**src/rtl/sii_l2t_req_sender.sv**
```systemverilog
// sii_l2t_req_sender: per-bank SII request packetizer toward one L2 tag bank with IQ/WIB credit flow control.
// Optional feature macro: SII_L2T_REQ_PARITY_EN adds the registered even-parity output sii_l2t_req_par.
module sii_l2t_req_sender #(
    parameter int IQ_DEPTH   = 16,
    parameter int WIB_DEPTH  = 8,
    parameter int GAP_CYCLES = 3
) (
    input  logic                               iol2clk,
    input  logic                               rst_l,
    input  logic                               desc_vld,
    output logic                               desc_rdy,
    input  logic [3:0]                         desc_opes,
    input  logic [2:0]                         desc_config,
    input  logic [13:0]                        desc_tag,
    input  logic [39:0]                        desc_addr,
    input  logic                               desc_has_data,
    input  logic [511:0]                       desc_data,
    output logic [31:0]                        sii_l2t_req,
    output logic                               sii_l2t_req_vld,
`ifdef SII_L2T_REQ_PARITY_EN
    output logic                               sii_l2t_req_par,
`endif
    input  logic                               l2t_sii_iq_dequeue,
    input  logic                               l2t_sii_wib_dequeue,
    output logic [$clog2(IQ_DEPTH+1)-1:0]      iq_credits,
    output logic [$clog2(WIB_DEPTH+1)-1:0]     wib_credits,
    output logic                               credit_err
);
    localparam int IQ_W = $clog2(IQ_DEPTH + 1);
    localparam int WIB_W = $clog2(WIB_DEPTH + 1);
    localparam logic [IQ_W-1:0] IQ_FULL = IQ_W'(IQ_DEPTH);
    localparam logic [WIB_W-1:0] WIB_FULL = WIB_W'(WIB_DEPTH);
    localparam logic [2:0] GAP_LAST = 3'(GAP_CYCLES - 1);

    typedef enum logic [2:0] {IDLE, HDR, ADDR, DATA, GAP} state_t;

    state_t       state, state_nxt;
    logic [31:0]  addr_q;
    logic         has_data_q;
    logic [511:0] data_q;
    logic [3:0]   beat;
    logic [2:0]   gap_cnt;
    logic [31:0]  req_nxt;
    logic         vld_nxt;
    logic         accept;
    logic         iq_take, wib_take, iq_sat, wib_sat, iq_ret, wib_ret;

    assign desc_rdy = (state == IDLE) && (iq_credits != '0) && (!desc_has_data || wib_credits != '0);
    assign accept   = desc_vld && desc_rdy;
    assign iq_take  = accept;
    assign wib_take = accept && desc_has_data;
    // A dequeue into an already-full counter with nothing consumed is an overflow: drop it and flag.
    assign iq_sat   = l2t_sii_iq_dequeue && !iq_take && (iq_credits == IQ_FULL);
    assign wib_sat  = l2t_sii_wib_dequeue && !wib_take && (wib_credits == WIB_FULL);
    assign iq_ret   = l2t_sii_iq_dequeue && !iq_sat;
    assign wib_ret  = l2t_sii_wib_dequeue && !wib_sat;

    // Next packet word and state; the state register names the word currently on the bus.
    always_comb begin
        state_nxt = state;
        req_nxt   = '0;
        vld_nxt   = 1'b0;
        case (state)
            IDLE: begin
                state_nxt = accept ? HDR : IDLE;
                req_nxt   = accept ? {1'b0, desc_opes, desc_config, 2'b00, desc_tag, desc_addr[39:32]} : '0;
                vld_nxt   = accept;
            end
            HDR: begin
                state_nxt = ADDR;
                req_nxt   = addr_q;
            end
            ADDR: begin
                state_nxt = has_data_q ? DATA : GAP;
                req_nxt   = has_data_q ? data_q[31:0] : '0;
            end
            DATA: begin
                state_nxt = (beat == 4'd15) ? GAP : DATA;
                req_nxt   = (beat == 4'd15) ? '0 : data_q[{beat + 4'd1, 5'd0} +: 32];
            end
            GAP: state_nxt = (gap_cnt == GAP_LAST) ? IDLE : GAP;
            default: state_nxt = IDLE;
        endcase
    end

    // Packet FSM, registered bus outputs and descriptor capture.
    always_ff @(posedge iol2clk or negedge rst_l) begin
        if (!rst_l) begin
            state           <= IDLE;
            sii_l2t_req     <= '0;
            sii_l2t_req_vld <= 1'b0;
            addr_q          <= '0;
            has_data_q      <= 1'b0;
            data_q          <= '0;
            beat            <= '0;
            gap_cnt         <= '0;
        end else begin
            state           <= state_nxt;
            sii_l2t_req     <= req_nxt;
            sii_l2t_req_vld <= vld_nxt;
            beat            <= (state == DATA) ? beat + 4'd1 : 4'd0;
            gap_cnt         <= (state == GAP) ? gap_cnt + 3'd1 : 3'd0;
            if (accept) begin
                addr_q     <= desc_addr[31:0];
                has_data_q <= desc_has_data;
                data_q     <= desc_data;
            end
        end
    end

    // Credit counters: consume on accept, return on dequeue, saturate at depth with a sticky error.
    always_ff @(posedge iol2clk or negedge rst_l) begin
        if (!rst_l) begin
            iq_credits  <= IQ_FULL;
            wib_credits <= WIB_FULL;
            credit_err  <= 1'b0;
        end else begin
            iq_credits  <= iq_credits - IQ_W'(iq_take) + IQ_W'(iq_ret);
            wib_credits <= wib_credits - WIB_W'(wib_take) + WIB_W'(wib_ret);
            credit_err  <= credit_err | iq_sat | wib_sat;
        end
    end

`ifdef SII_L2T_REQ_PARITY_EN
    // Even parity of the next bus word, so it lines up with sii_l2t_req; idle words are zero so parity is zero.
    always_ff @(posedge iol2clk or negedge rst_l) begin
        if (!rst_l) sii_l2t_req_par <= 1'b0;
        else sii_l2t_req_par <= ^req_nxt;
    end
`endif
endmodule

```
**config.mk**
```make
export PLATFORM = sky130hd
export DESIGN_NAME = sii_l2t_req_sender
export DESIGN_NICKNAME = d
export VERILOG_FILES = /design/src/rtl/sii_l2t_req_sender.sv
export SDC_FILE = /design/constraint.sdc
export NUM_CORES = 1
export LEC_CHECK = 0
export BUFFER_PORTS_ARGS = -buffer_cell sky130_fd_sc_hd__buf_2
export CAP_MARGIN = 20
export CORE_AREA = 2 2 244 246
export CTS_CLUSTER_DIAMETER = 150
export DETAILED_ROUTE_END_ITERATION = 12
export DIE_AREA = 0 0 246 248
export PLACE_DENSITY = 0.74
export SYNTH_ARGS = -nofsm -noshare
export SYNTH_HDL_FRONTEND = slang
export SYNTH_SLANG_ARGS = --single-unit
```
**constraint.sdc**
```tcl
create_clock -name iol2clk -period 7.56 [get_ports iol2clk]
set_clock_uncertainty 0.1 [all_clocks]
set_input_delay 1.134 -clock iol2clk [delete_from_list [all_inputs] [get_ports iol2clk]]
set_output_delay 1.134 -clock iol2clk [all_outputs]
set_load 0.01 [all_outputs]
```
; Word level (Yosys, flattened, before mapping)
; Cells that the tools add are included.
; Widths: inputs -> output; s select.
[totals]
regBits = 598
latch_bits = 0
ramBits = 0
rom_bits = 0
elab_cells = 59
mem_count = 0
[op_classes]
addsub = 6
mul = 0
n_div = 0
n_lt_le_gt_ge = 0
eq_ne = 8
shifts = 1
mux = 12
bitwise = 2
n_reduce_logical = 19
[ops]
columns = op, count
row1 = $shiftx 512x10->32, 1
row2 = $pmux 32 s4, 1
row3 = $mux 32, 2
row4 = $mux 31, 1
row5 = $pmux 3 s5, 1
row6 = $mux 3, 4
row7 = $logic_and 1x1->1, 10
row8 = $eq 3x2->1 const B, 3
row9 = $eq 4x4->1 const B, 2
row10 = $add 5x1->5, 1
row11 = $eq 5x5->1 const B, 1
row12 = $logic_not 1->1, 5
row13 = $reduce_bool 5->1, 1
row14 = $sub 5x1->5, 1
row15 = $add 4x1->4, 1
row16 = $add 4x1->4 const B, 1
row17 = $mux 4, 1
row18 = $reduce_bool 4->1, 1
row19 = $sub 4x1->4, 1
row20 = $add 3x1->3 const B, 1
row21 = $eq 3x1->1 const B, 1
row22 = $eq 3x3->1 const B, 1
row23 = $logic_not 3->1, 1
row24 = $mux 1, 2
row25 = other kinds (2), 3

; Longest topological paths before layout
[logic_depth]
word_depth = 11
ltp_mapped = 17
mapped_depth_nobuf = 16

; Worst setup path after synthesis
; Ideal clock, no wire load.
[synth_path]
path_kind = input to register
startpoint = in desc_has_data
endpoint = reg iq_credits[4]
arrival_ns = 3.241
required_ns = 7.385
path_slack_ns = 4.143
stages = 15
n_path_buf = 1
cell_sequence = and4bb_1 nor4b_4 nand2_4 inv_4 buf_2 nand2_1 nand2_1 ha_1 inv_1 fa_1 inv_1 a21oi_1 nor2_1 nor2_1 xnor2_1
[synth_between]
elab_chain_cells = 10
[synth_rtl]
columns = element, line_no
row1 = "start, declared", 16  ; input logic desc_has_data,
row2 = $logic_not 1->1 *, 48  ; assign desc_rdy = (state == IDLE) && (iq_credits != '0) && (!desc_has_data || wib_credits != '0);
row3 = $logic_or 1x1->1 *, 48
row4 = $logic_and 1x1->1 *, 48
row5 = named net desc_rdy, 11  ; output logic desc_rdy,
row6 = $logic_and 1x1->1 *, 49  ; assign accept = desc_vld && desc_rdy;
row7 = branches (longest 5 deep; another with $sub 5x1->5), n/a
row8 = $add 5x1->5 *, 118  ; iq_credits <= iq_credits - IQ_W'(iq_take) + IQ_W'(iq_ret);
row9 = "end signal, assigned", 118
row10 = "end, declared", 25  ; output logic [$clog2(IQ_DEPTH+1)-1:0] iq_credits,
; Mark *: on every way through the listed nets, which the timed path passes.
; A chain may end at the register's enable or synchronous reset.

; Worst setup path after layout
[layout_path]
startpoint = reg iq_credits[3]
endpoint = reg iq_credits[4]
[layout_between]
elab_chain_cells = 10
[layout_rtl]
columns = element, line_no
row1 = branches (longest 9 deep; another with $sub 5x1->5), n/a
row2 = $add 5x1->5 *, 118
; Every way passes the cells marked *.

==> impl_metrics.py <==
metrics = {
    "global_route": {
        "grt_pass1_wl_um": 130000,
        "met2_usage_pct": 43.3,
        "grtUsageTotal_pct": 28.9,
        "grt_pass1_vias": 21700,
        "grt_max_degree": 224,
        "antenna_found_initial": 54,
        "met1_usage_pct": 39.4,
        "overflow": 0,
        "grt_use_met3_pct": 6.97,
        "grt-busiest-layer": "met2",
    },
    "synthesis": {
        "synth_seq_cells": 598,
        "synthMuxAreaShare_pct": 13.0,
        "ys_async_sr_fraction_pct": 100,
        "synth_top_family_by_area": "simple AND/OR/NAND/NOR gates",
        "synthCells": 2786,
        "yosys.area_share.xor_xnor_pct": 0.291,
        "synth-edff-count": 0,
        "synthSimpleGateAreaFrac_pct": 23.8,
        "synth_top_flop_cell": "dfrtp_1",
        "synth_area_um2": 27100,
        "synthTopCellsByCount": "nand2_1, dfrtp_1, mux4_2",
        "yosys_warnings": 0,
        "syn_nets": 3381,
        "syn_avg_cell_area_um2": 9.72,
        "synth_most_common_cell": "nand2_1",
        "synth_top_area_share_pct": 55.1,
        "synthDistinctLibCells": 41,
        "yosysSeqAreaShare_pct": 55.3,
        "synthAdderAreaFrac_pct": 0.794,
        "synth_top_area_cell": "dfrtp_1",
        "synthTopCellsByArea": "dfrtp_1, nand2_1, mux4_2",
        "synth_compound_area_share_pct": 2.57,
    },
    "flow_run": {
        "cap_violations": 0,
    },
    "clock_network": {
        "cts_tree": "built",
        "htreeDepth": 3,
        "ctsResizeCount": 0,
        "cts_setup_buffers": 0,
        "cts_sinks": 598,
        "cts_root_buf": "clkbuf_16",
        "cts_buffer_depth": 3,
        "holdBufCountCts": 0,
        "clk_latency_ps": 590,
        "path_clk_slew_ps": 60,
        "cts_buffers": 66,
    },
    "setup_path": {
        "r2r_slack_ps": 3180,
        "rr_endpoint": "iq_credits[4]",
        "worstPathRequired_ps": 7970,
        "max_stage_delay_ps": 720,
        "crit_fanout": 208,
        "crit_slowest_cell": "inv_16",
        "path_class": "flop to flop",
        "path_cells": "inv_1 -> ha_1 -> nor4b_2 -> nor4b_4 -> nand2_8 -> inv_16 -> nand2_1 -> nand2_1 -> ha_1 -> inv_1 -> fa_1 -> inv_1 -> a21oi_1 -> nor2_1 -> nor2_1 -> xnor2_1",
        "r2r_cells": 16,
        "cp.arrival_ps": 4790,
        "rr_startpoint": "iq_credits[3]",
        "crit_path_frequent_cell": "inv_1",
        "end_kind": "flop",
        "cp-start-kind": "flop",
    },
    "route": {
        "route.detailed.drc": 0,
        "wl_per_cell_um": 21.3,
        "dr.pass1.iters": 10,
        "drtAntennaViolNets": 0,
        "routed_wl_um": 89100,
        "drt_iter0_markers": 2255,
        "vias": 22100,
        "vias_per_cell": 5.27,
    },
    "timing": {
        "hold_violations": 0,
        "relSlewSlack_pct": 30.3,
        "post-route-period-util_pct": 58.0,
        "rsz0062_at_grt": "no",
        "drv_slew": 0,
        "tightest_slew_ps": 1040,
        "tns_ps": 0,
        "period_needed_ps": 4380,
        "setup_viol": 0,
        "fmax_mhz": 228,
    },
    "finish": {
        "fillers": 5161,
        "drive_above_1_share_pct": 26.4,
        "nets": 3920,
        "area_growth_pct": 21.1,
        "fin_cells": 4191,
    },
    "place": {
        "detailed_place_hpwl_um": 62900,
        "globalplace.congestion": 0.881,
        "placed_cells": 4028,
        "port_buffers": 622,
    },
    "min_path": {
        "hold-path-cell-count": 1,
        "hold_class": "flop to flop",
        "min_from": "gap_cnt[0]",
        "hold_end": "gap_cnt[0]",
    },
    "die": {
        "start_util_pct": 46.3,
        "pin_count": 623,
        "row_count": 89,
        "fp.dieH_um": 248,
        "die_x_um": 246,
        "core_area_um2": 58500,
        "die-area_um2": 61000,
    },
    "outcome": {
        "status": "finished, final reports clean",
    },
    "power_and_ir_drop": {
        "pwr_density_cell_nw_per_um2": 423,
        "p_leak_nw": 17.9,
        "ir_worst_vdd_mv": 0.440,
    },
}
[registers in the layout, summed over array words and instances (netlist names)]
register / cells
gap_cnt: 3
state: 3
data_q: 512
addr_q: 32
sii_l2t_req_vld: 1
iq_credits: 5
has_data_q: 1
credit_err: 1
beat: 4
sii_l2t_req: 32
wib_credits: 4
[worst max-delay path: cells and delay by family (launching register included)]
family / cells / cell delay, ps
buffers and inverters: 4 / 950
DFF: 1 / 430
xor gates and xnor gates: 1 / 160
and+or+nand+nor: 7 / 1640
AOI/OAI and AO/OA: 1 / 60
adders and majority gates: 3 / 820
[where the power goes]
| part | internal, mW | total (mW) | switching (mW) | leakage, nW |
|---|---|---|---|---|
| sequential | 4.70 | 5.60 | 0.896 | 7.46 |
| clock | 2.02 | 3.35 | 1.32 | 1.12 |
| combinational | 1.91 | 4.94 | 3.02 | 9.30 |
| total | 8.64 | 13.9 | 5.24 | 17.9 |
[cell families (layout without fill, tap and decap cells)]
kind of cell	count (synthesis)	after routing
simple gates	1698	1698
flops	598	598
mux	192	192
buf+inv	192	783
compound gates	81	81
fa+ha+maj	16	16
xor+xnor	9	9
other cells	0	41
[layout by cell type (no fill, tap or decap), types with 4 or more instances in the layout]
| cell | count |
|---|---|
| clkinv_2 | 15 |
| inv_1 | 18 |
| clkbuf_1 | 12 |
| diode_2 | 41 |
| buf_4 | 15 |
| dfrtp_1 | 595 |
| ha_1 | 13 |
| a21oi_1 | 5 |
| clkbuf_16 | 69 |
| clkbuf_8 | 11 |
| inv_6 | 4 |
| buf_12 | 5 |
| mux4_2 | 128 |
| xnor2_1 | 5 |
| o21bai_1 | 4 |
| nor2_1 | 14 |
| mux2i_1 | 64 |
| buf_2 | 621 |
| o22a_1 | 29 |
| nand3_1 | 4 |
| bufinv_16 | 7 |
| nand2_1 | 1667 |
| a222oi_1 | 29 |
[stage by stage]
step                      total power, mW  area, um^2  utilization [%]  hold slack [ps]  setup WS (ps)
final                                13.9       32800             56.1              357           3180
after global routing                 14.8       32800             56.1              380           2800
after CTS                            13.9       32600             55.8              359           3220
after detailed placement             10.5       30400             52.0              352           2770
after global placement               10.3       30400             52.0              347           2880
after floorplan                      8.80       27100                -              332           4140
[how the worst max path moves through the flow]
stage                        from             to  slack (ps)
floorplan           desc_has_data  iq_credits[4]        4140
global placement    desc_has_data  iq_credits[4]        2880
detailed placement  desc_has_data  iq_credits[4]        2770
CTS                 iq_credits[3]  iq_credits[4]        3220
global route        iq_credits[3]  iq_credits[4]        2800
finish              iq_credits[3]  iq_credits[4]        3180
[layout make-up]
class | count | area, um^2 | share of cell area, %
timing repair buffer | 644 | 3390 | 10.3
inverter | 19 | 87.6 | 0.267
multi-input combinational | 1996 | 11000 | 33.6
clock inverter | 28 | 335 | 1.02
tap | 773 | 967 | 2.95
clock buffer | 92 | 1920 | 5.86
sequential | 598 | 15000 | 45.6
antenna | 41 | 103 | 0.313
[layer usage]
metal	up-vias	wire, um	share of wire, %
met5	-	124	0.14
met4	20	4320	4.9
met3	217	7460	8.4
met2	946	40800	46
met1	10800	36400	41
li1	10100	-	-
No activity file was read; power rests on OpenSTA's default activity.
